### config.mk
export PLATFORM = sky130hd
export DESIGN_NAME = tick_gen_multi
export DESIGN_NICKNAME = d
export VERILOG_FILES = /design/src/rtl/tick_pkg.sv /design/src/rtl/tick_channel.sv /design/src/rtl/tick_gen_multi.sv
export SDC_FILE = /design/constraint.sdc
export NUM_CORES = 1
export LEC_CHECK = 0
export BUFFER_PORTS_ARGS = -buffer_cell sky130_fd_sc_hd__buf_4
export CELL_PAD_IN_SITES_DETAIL_PLACEMENT = 0
export CELL_PAD_IN_SITES_GLOBAL_PLACEMENT = 1
export CORE_AREA = 8 8 221 223
export CTS_CLUSTER_SIZE = 14
export DETAILED_ROUTE_END_ITERATION = 8
export DIE_AREA = 0 0 229 231
export PLACE_DENSITY_LB_ADDON = 0.15
export SLEW_MARGIN = 30
export SYNTH_ARGS = -nofsm -noshare
export SYNTH_HDL_FRONTEND = slang
export SYNTH_SLANG_ARGS = --single-unit
### constraint.sdc
create_clock -name clk -period 3.2 [get_ports clk]
set_clock_uncertainty 0.1 [all_clocks]
set_input_delay 0.32 -clock clk [delete_from_list [all_inputs] [get_ports clk]]
set_output_delay 0.32 -clock clk [all_outputs]
set_load 0.05 [all_outputs]
### src/rtl/tick_pkg.sv
// Shared defaults and mode encoding for the multi-channel tick generator.
package tick_pkg;

  localparam int unsigned CNT_W_DEF       = 18;
  localparam int unsigned DEFAULT_DIV_DEF = 200000;  // 500 Hz from 100 MHz

  typedef enum logic {
    MODE_PULSE  = 1'b0,
    MODE_SQUARE = 1'b1
  } tick_mode_e;

  // Smallest select width able to address n channels (at least 1 bit).
  function automatic int unsigned sel_w_for(input int unsigned n);
    int unsigned w;
    w = 1;
    while ((1 << w) < n) w++;
    return w;
  endfunction

  localparam int unsigned SEL_W_DEF = sel_w_for(8);

endpackage

### src/rtl/tick_channel.sv
// One divider channel: counter, shadow/active divisor pair and output register.
module tick_channel
  import tick_pkg::*;
#(
  parameter int unsigned CNT_W       = CNT_W_DEF,
  parameter int unsigned DEFAULT_DIV = DEFAULT_DIV_DEF
)(
  input  logic             i_clk,
  input  logic             i_rst,
  input  logic             i_en,
  input  logic             i_sync,
  input  logic             i_wr,
  input  logic [CNT_W-1:0] i_data,
  input  logic             i_mode,
  output logic             o_tick
);

  logic [CNT_W-1:0] r_cnt;
  logic [CNT_W-1:0] r_shadow;
  logic [CNT_W-1:0] r_active;
  logic             r_tick;

  logic [CNT_W-1:0] w_next_div;
  logic             w_halted;
  logic             w_wrap;
  logic             w_pulse;

  // A write landing on the wrap edge bypasses the shadow straight into active.
  always_comb begin
    w_next_div = i_wr ? i_data : r_shadow;
    w_halted   = (r_active == '0);
    w_wrap     = (r_cnt == (r_active - CNT_W'(1)));
    w_pulse    = (i_mode == MODE_PULSE);
  end

  // Counter, divisor reload and output register, in priority rst > sync > load > count.
  always_ff @(posedge i_clk) begin
    if (i_rst) begin
      r_cnt    <= '0;
      r_shadow <= CNT_W'(DEFAULT_DIV);
      r_active <= CNT_W'(DEFAULT_DIV);
      r_tick   <= 1'b0;
    end else if (i_sync) begin
      r_cnt    <= '0;
      r_active <= r_shadow;
      r_tick   <= 1'b0;
    end else begin
      if (i_wr) r_shadow <= i_data;
      if (w_halted) begin
        // Halted channels pick up a new divisor immediately; counting starts next edge.
        r_cnt    <= '0;
        r_active <= w_next_div;
        if (w_pulse) r_tick <= 1'b0;
      end else if (!i_en) begin
        if (w_pulse) r_tick <= 1'b0;
      end else if (w_wrap) begin
        r_cnt    <= '0;
        r_active <= w_next_div;
        r_tick   <= w_pulse ? 1'b1 : ~r_tick;
      end else begin
        r_cnt <= r_cnt + CNT_W'(1);
        if (w_pulse) r_tick <= 1'b0;
      end
    end
  end

  assign o_tick = r_tick;

endmodule

### src/rtl/tick_gen_multi.sv
// Multi-channel programmable tick / clock-enable generator.
module tick_gen_multi
  import tick_pkg::*;
#(
  parameter int unsigned NUM_CH      = 4,
  parameter int unsigned CNT_W       = CNT_W_DEF,
  parameter int unsigned DEFAULT_DIV = DEFAULT_DIV_DEF,
  parameter int unsigned SEL_W       = SEL_W_DEF
)(
  input  logic              clk,
  input  logic              rst,
  input  logic              en,
  input  logic              sync,
  input  logic              div_wr,
  input  logic [SEL_W-1:0]  div_sel,
  input  logic [CNT_W-1:0]  div_data,
  input  logic [NUM_CH-1:0] mode,
  output logic [NUM_CH-1:0] tick
);

  logic [NUM_CH-1:0] w_wr;

  // Route the write strobe to the selected channel; out-of-range selects match nothing.
  always_comb begin
    w_wr = '0;
    for (int unsigned i = 0; i < NUM_CH; i++) begin
      if (div_wr && (32'(div_sel) == i)) w_wr[i] = 1'b1;
    end
  end

  for (genvar g = 0; g < NUM_CH; g++) begin : g_ch
    tick_channel #(
      .CNT_W       (CNT_W),
      .DEFAULT_DIV (DEFAULT_DIV)
    ) u_ch (
      .i_clk  (clk),
      .i_rst  (rst),
      .i_en   (en),
      .i_sync (sync),
      .i_wr   (w_wr[g]),
      .i_data (div_data),
      .i_mode (mode[g]),
      .o_tick (tick[g])
    );
  end

endmodule

Yosys cells after proc, flatten, opt, wreduce, memory -nomap -nowiden

Cells that the tools add are included.

Reductions and logical operators: 26
Multipliers: 0
Bitwise gates (word level): 4
Multiplexer cells: 48
Equal/unequal tests: 7
Divide/modulo/power cells: 0
Add/sub/neg operators: 8
Order comparisons: 0
Shift operators: 0

Operators with widths:

| operator                | count |
|---|---|
| $mux W18                | 24 |
| $add A18 B1 Y18 const B | 4 |
| $eq A18 B18 Y1          | 4 |
| $logic_not A18 Y1       | 4 |
| $sub A18 B1 Y18 const B | 4 |
| $mux W1                 | 24 |
| $reduce_bool A3 Y1      | 8 |
| $reduce_or A3 Y1        | 4 |
| $reduce_and A2 Y1       | 4 |
| $eq A3 B2 Y1 const B    | 2 |
| $logic_and A1 B1 Y1     | 4 |
| $not A1 Y1              | 4 |
| $eq A3 B1 Y1 const B    | 1 |
| $logic_not A3 Y1        | 1 |
| $reduce_or A2 Y1        | 1 |

Bits in latches: 0
Memory bits (read-only): 0
Input port bits: 30
Memories kept: 0
Word-level logic and storage cells: 109
Memory bits (writable): 0
Output and inout port bits: 4
Register bits: 220

Longest topological paths before layout

Depth after elaboration: 8
Mapped depth: 13
Depth with buffers taken out: 9

Modules after synthesis

A second synthesis with hierarchy kept.

Cell total of the unflattened synthesis: 1276
Area, all modules: 11162.0 µm²

Modules (own cells, without submodules):

| module                           | sequential area each (µm²) | area each (µm²) | times used | cells an instance |
|---|---|---|---|---|
| tick_channel at g_ch[0].u_ch ... | 1101.1                     | 2718.9          | 3          | 315 |
| tick_channel at g_ch[3].u_ch     | 1101.1                     | 2955.3          | 1          | 327 |
| tick_gen_multi                   | 0.0                        | 50.0            | 1          | 4 |

Worst setup path after synthesis

No wires, ideal clock.

Kind: reg2reg
From: register g_ch[1].u_ch.r_active[0]
To: register g_ch[1].u_ch.r_active[13]
Data required time: 2.963 ns
Buffers on the path: 4
Cell stages (with the launch flop): 14
Path slack: -0.168 ns
Clock period less this slack: 3.368 ns
Arrival time: 3.131 ns
Setup time: 0.137 ns
Cells stage by stage: dfxtp_1 -> inv_1 -> ha_1 -> buf_2 -> or4b_1 -> clkbuf_1 -> or4b_1 -> o32a_1 -> a221o_1 -> a2111oi_4 -> a31o_1 -> buf_4 -> buf_2 -> a32oi_1

Longest elaborated chain between the ends: 4
Elaborated cells between the ends (all ways): 8
Those cells by class: add/sub (1); eq/ne (1); mux (2); reduce/logical (4)

Ends and longest elaborated chain:

| element                      | RTL line           | text |
|---|---|---|
| start, declared              | tick_channel.sv:20 | `logic [CNT_W-1:0] r_active;` |
| start signal, assigned       | tick_channel.sv:41 | `r_active <= CNT_W'(DEFAULT_DIV);` |
| start signal, assigned       | tick_channel.sv:45 | `r_active <= r_shadow;` |
| start signal, assigned       | tick_channel.sv:52 | `r_active <= w_next_div;` |
| $sub A18 B1 Y18              | tick_channel.sv:32 | `w_wrap = (r_cnt == (r_active - CNT_W'(1)));` |
| $eq A18 B18 Y1               | tick_channel.sv:32 |  |
| $reduce_bool A3 Y1 (no line) | --                 |  |
| $reduce_and A2 Y1 (no line)  | --                 |  |

Parallel ways exist; a longest one is shown, timed or not.
A chain may end at the register's enable or synchronous reset.

Final worst setup path

Same ends and word-level chain as after synthesis.

==> impl_metrics.env <==
export IMPL_status="finished clean"
export IMPL_grt_ovfl_total=0
export IMPL_clockRootBuffer="clkbuf_16"
export IMPL_drive_gt1_share_pct=16.5
export IMPL_syn_area_per_cell_um2=8.43
export IMPL_drcViolationCount=0
export IMPL_num_antenna_cells=0
export IMPL_fin_util_pct=30.5
export IMPL_die_x_um=229
export IMPL_die_area_um2=52900
export IMPL_port_buffers=33
export IMPL_syn_area_um2=11200
export IMPL_antenna_found_initial=0
export IMPL_post_cts_buffers=0
export IMPL_fmax_ghz=0.325
export IMPL_syn_num_nets=1363
export IMPL_multi_input_area_um2=6260
export IMPL_worstHoldStart="div_data[16]"
export IMPL_grt_max_degree=89
export IMPL_fp_dieH_um=231
export IMPL_gp_congestion=0.777
export IMPL_cts_max_path_buffers=3
export IMPL_core_um2=45100
export IMPL_peakVddDrop_mv=0.358
export IMPL_cts_clk_slew_worst_paths_ns=0.06
export IMPL_synth_area_leaders="dfxtp_1 39%, xnor2_1 6.3%, nand2_1 5.3%, nor2_1 4.6%, xor2_1 4.5%"
export IMPL_slew_headroom_pct=38.8
export IMPL_hold_path_depth=2
export IMPL_power_density_nw_per_um2=471
export IMPL_ys_seq_elements=220
export IMPL_wl_per_cell_um=16.7
export IMPL_maxCapViolCount=0
export IMPL_cts_tree="built"
export IMPL_finalCritPeriodShare_pct=96.1
export IMPL_async_flop_share_pct=0
export IMPL_setup_ws_ns=0.125
export IMPL_final_min_clock_period_ns=3.08
export IMPL_r2r_end="g_ch[1].u_ch.r_active[13]"
export IMPL_rsz0062_at_grt="yes"
export IMPL_ys_warn_count=0
export IMPL_final_hold_viol_count=0
export IMPL_num_vias=9406
export IMPL_yosysTopAreaCell="dfxtp_1"
export IMPL_setup_violations=0
export IMPL_synth_distinct_cells=86
export IMPL_critPathArrivalTime_ns=3.39
export IMPL_n_fill_cell=4793
export IMPL_seqCellArea_um2=4410
export IMPL_h_tree_depth=1
export IMPL_crit_path_start_kind="flop"
export IMPL_p_int_w=0.00486
export IMPL_ioPinCount=34
export IMPL_viasPerCell=4.62
export IMPL_cts_buffers=27
export IMPL_layout_commonest_cell="dfxtp_1"
export IMPL_hpwl_mm=24.1
export IMPL_holdCritPathClass="primary input to flop"
export IMPL_power_frac_seq_pct=44.2
export IMPL_grt_pass1_wl_mm=53.9
export IMPL_grt_util_all_layers_pct=12.5
export IMPL_synth_seq_area_share_pct=39.4
export IMPL_max_slew_worst_pin_slew_ns=0.919
export IMPL_required_ns=3.52
export IMPL_worstSetupPathType="flop to flop"
export IMPL_drt_iter0_drc=476
export IMPL_p_clk_share_pct=46.2
export IMPL_area_growth_pct=23.0
export IMPL_hold_path_endpoint="g_ch[1].u_ch.r_shadow[16]"
export IMPL_setup_tns_ns=0
export IMPL_fp_row_count=78
export IMPL_post_place_ws_ns=-0.0422
export IMPL_switchingPower_w=0.00161
export IMPL_path_max_fanout=17
export IMPL_netlist_instances=1325
export IMPL_clk_latency_ns=0.54
export IMPL_pwr_share_comb_pct=9.7
export IMPL_rrSetupSlack_ns=0.12
export IMPL_rr_worst_depth=10
export IMPL_r2r_start="g_ch[1].u_ch.r_active[0]"
export IMPL_whs_ns=0.0272
export IMPL_ant_nets=0
export IMPL_wl_mm=34.1
export IMPL_power_share_switching_pct=24.9
export IMPL_grt_pass1_vias=9374
export IMPL_p_leak_nw=4.98
export IMPL_synth_edf_count=0
export IMPL_synth_flop_cell="dfxtp_1"
export IMPL_start_util_pct=24.8
export IMPL_end_kind="flop"
export IMPL_final_cell_mix="218 x dfxtp_1, 159 x nand2_1, 135 x nor2_1"
export IMPL_report_final_slew_viol_count=0
export IMPL_clock_sinks=220
export IMPL_synth_top_area_share_pct=39.4
export IMPL_nets=1455
export IMPL_drtPass1Iterations=4
[registers in the layout, summed over array words and instances (netlist names)]
signal / cells
g_ch.u_ch.r_active: 72
g_ch.u_ch.r_cnt: 72
g_ch.u_ch.r_shadow: 72
g_ch.u_ch.o_tick: 4
[layout make-up]
class | instances | area share (%)
Sequential cell | 220 | 32.1
Timing Repair Buffer | 137 | 8.87
Clock buffer | 39 | 5.75
Clock inverter | 8 | 0.473
Multi-Input combinational cell | 966 | 45.6
Inverter | 65 | 1.78
Tap cell | 600 | 5.46
[layer usage]
layer / vias to the layer above / wire length, µm / track usage [%]
met5: - / 0 / 0
met4: 0 / 1230 / 4.42
met3: 46 / 807 / 1.95
met1: 4419 / 16900 / 16.8
li1: 4847 / - / -
met2: 94 / 15200 / 20.3
[cells by family after synthesis]
group / synth area share (%)
compound gates: 14.1
xor+xnor: 11.1
fa+ha+maj: 0.896
buf+inv: 5.16
flops: 39.4
mux: 2.77
simple gates: 26.6
[power by group through the flow]
stage	Sequential [W]	Combinational, W	Clock, W
2_1_floorplan	0.00291	0.000350	0
3_3_place_gp	0.00292	0.000591	0
3_5_place_dp	0.00292	0.000589	0
4_1_cts	0.00286	0.000612	0.00311
5_1_grt	0.00287	0.000689	0.00320
6_report	0.00286	0.000625	0.00299
[worst max-delay path by stage]
stage / startpoint / end / slack (ns)
2_1_floorplan: g_ch[1].u_ch.r_active[0] / g_ch[1].u_ch.r_active[12] / -0.04
3_3_place_gp: g_ch[0].u_ch.r_active[2] / g_ch[0].u_ch.r_active[15] / -0.004
3_5_place_dp: g_ch[0].u_ch.r_active[2] / g_ch[0].u_ch.r_active[15] / -0.04
4_1_cts: g_ch[0].u_ch.r_active[2] / g_ch[0].u_ch.r_active[15] / 0.02
5_1_grt: g_ch[1].u_ch.r_active[0] / g_ch[1].u_ch.r_active[13] / 0.005
6_report: g_ch[1].u_ch.r_active[0] / g_ch[1].u_ch.r_active[13] / 0.12
[synth_stat cells, types with 14 or more instances]
library cell and n:
clkbuf_1 53, nand4_1 33, o21ai_0 19, nand3b_1 23, nor3_1 27, dfxtp_1 220
xnor2_1 81, a21oi_1 51, mux2i_1 14, nor2b_1 26, mux2_2 15, or2_2 28
inv_1 65, nand3_1 38, nor2_1 136, or3_1 16, xor2_1 58, nand2_1 159
nor4_1 17
[critical path, cell delays in order, from the launching register on]
cell and delay [ns]:
dfxtp_4 0.34, inv_2 0.06, ha_4 0.12, or4b_1 0.49, or4b_1 0.49, o32a_1 0.17
a221o_1 0.35, a2111oi_4 0.27, a31o_2 0.29, clkbuf_16 0.21, a32oi_1 0.06
[per-stage QoR]
stage               instance area (µm²)  power (W)  std cells
global route                      13700    0.00676       2035
CTS                               13600    0.00658       2031
global placement                  12600    0.00351       1965
detailed placement                12600    0.00351       1965
floorplan                         11200    0.00326       1325
finish                            13700    0.00647       2035
[timing repair]
item / 4_1_cts / 5_1_grt
pin swaps: 1 / 8
gates resized for setup: 1 / 12
gates cloned: 0 / 4
setup endpoints to repair: 35 / 76
endpoints found under the hold margin: 35 / 0
hold buffers: 19 / 0
Note: power is estimated with default switching activity, not from simulation.
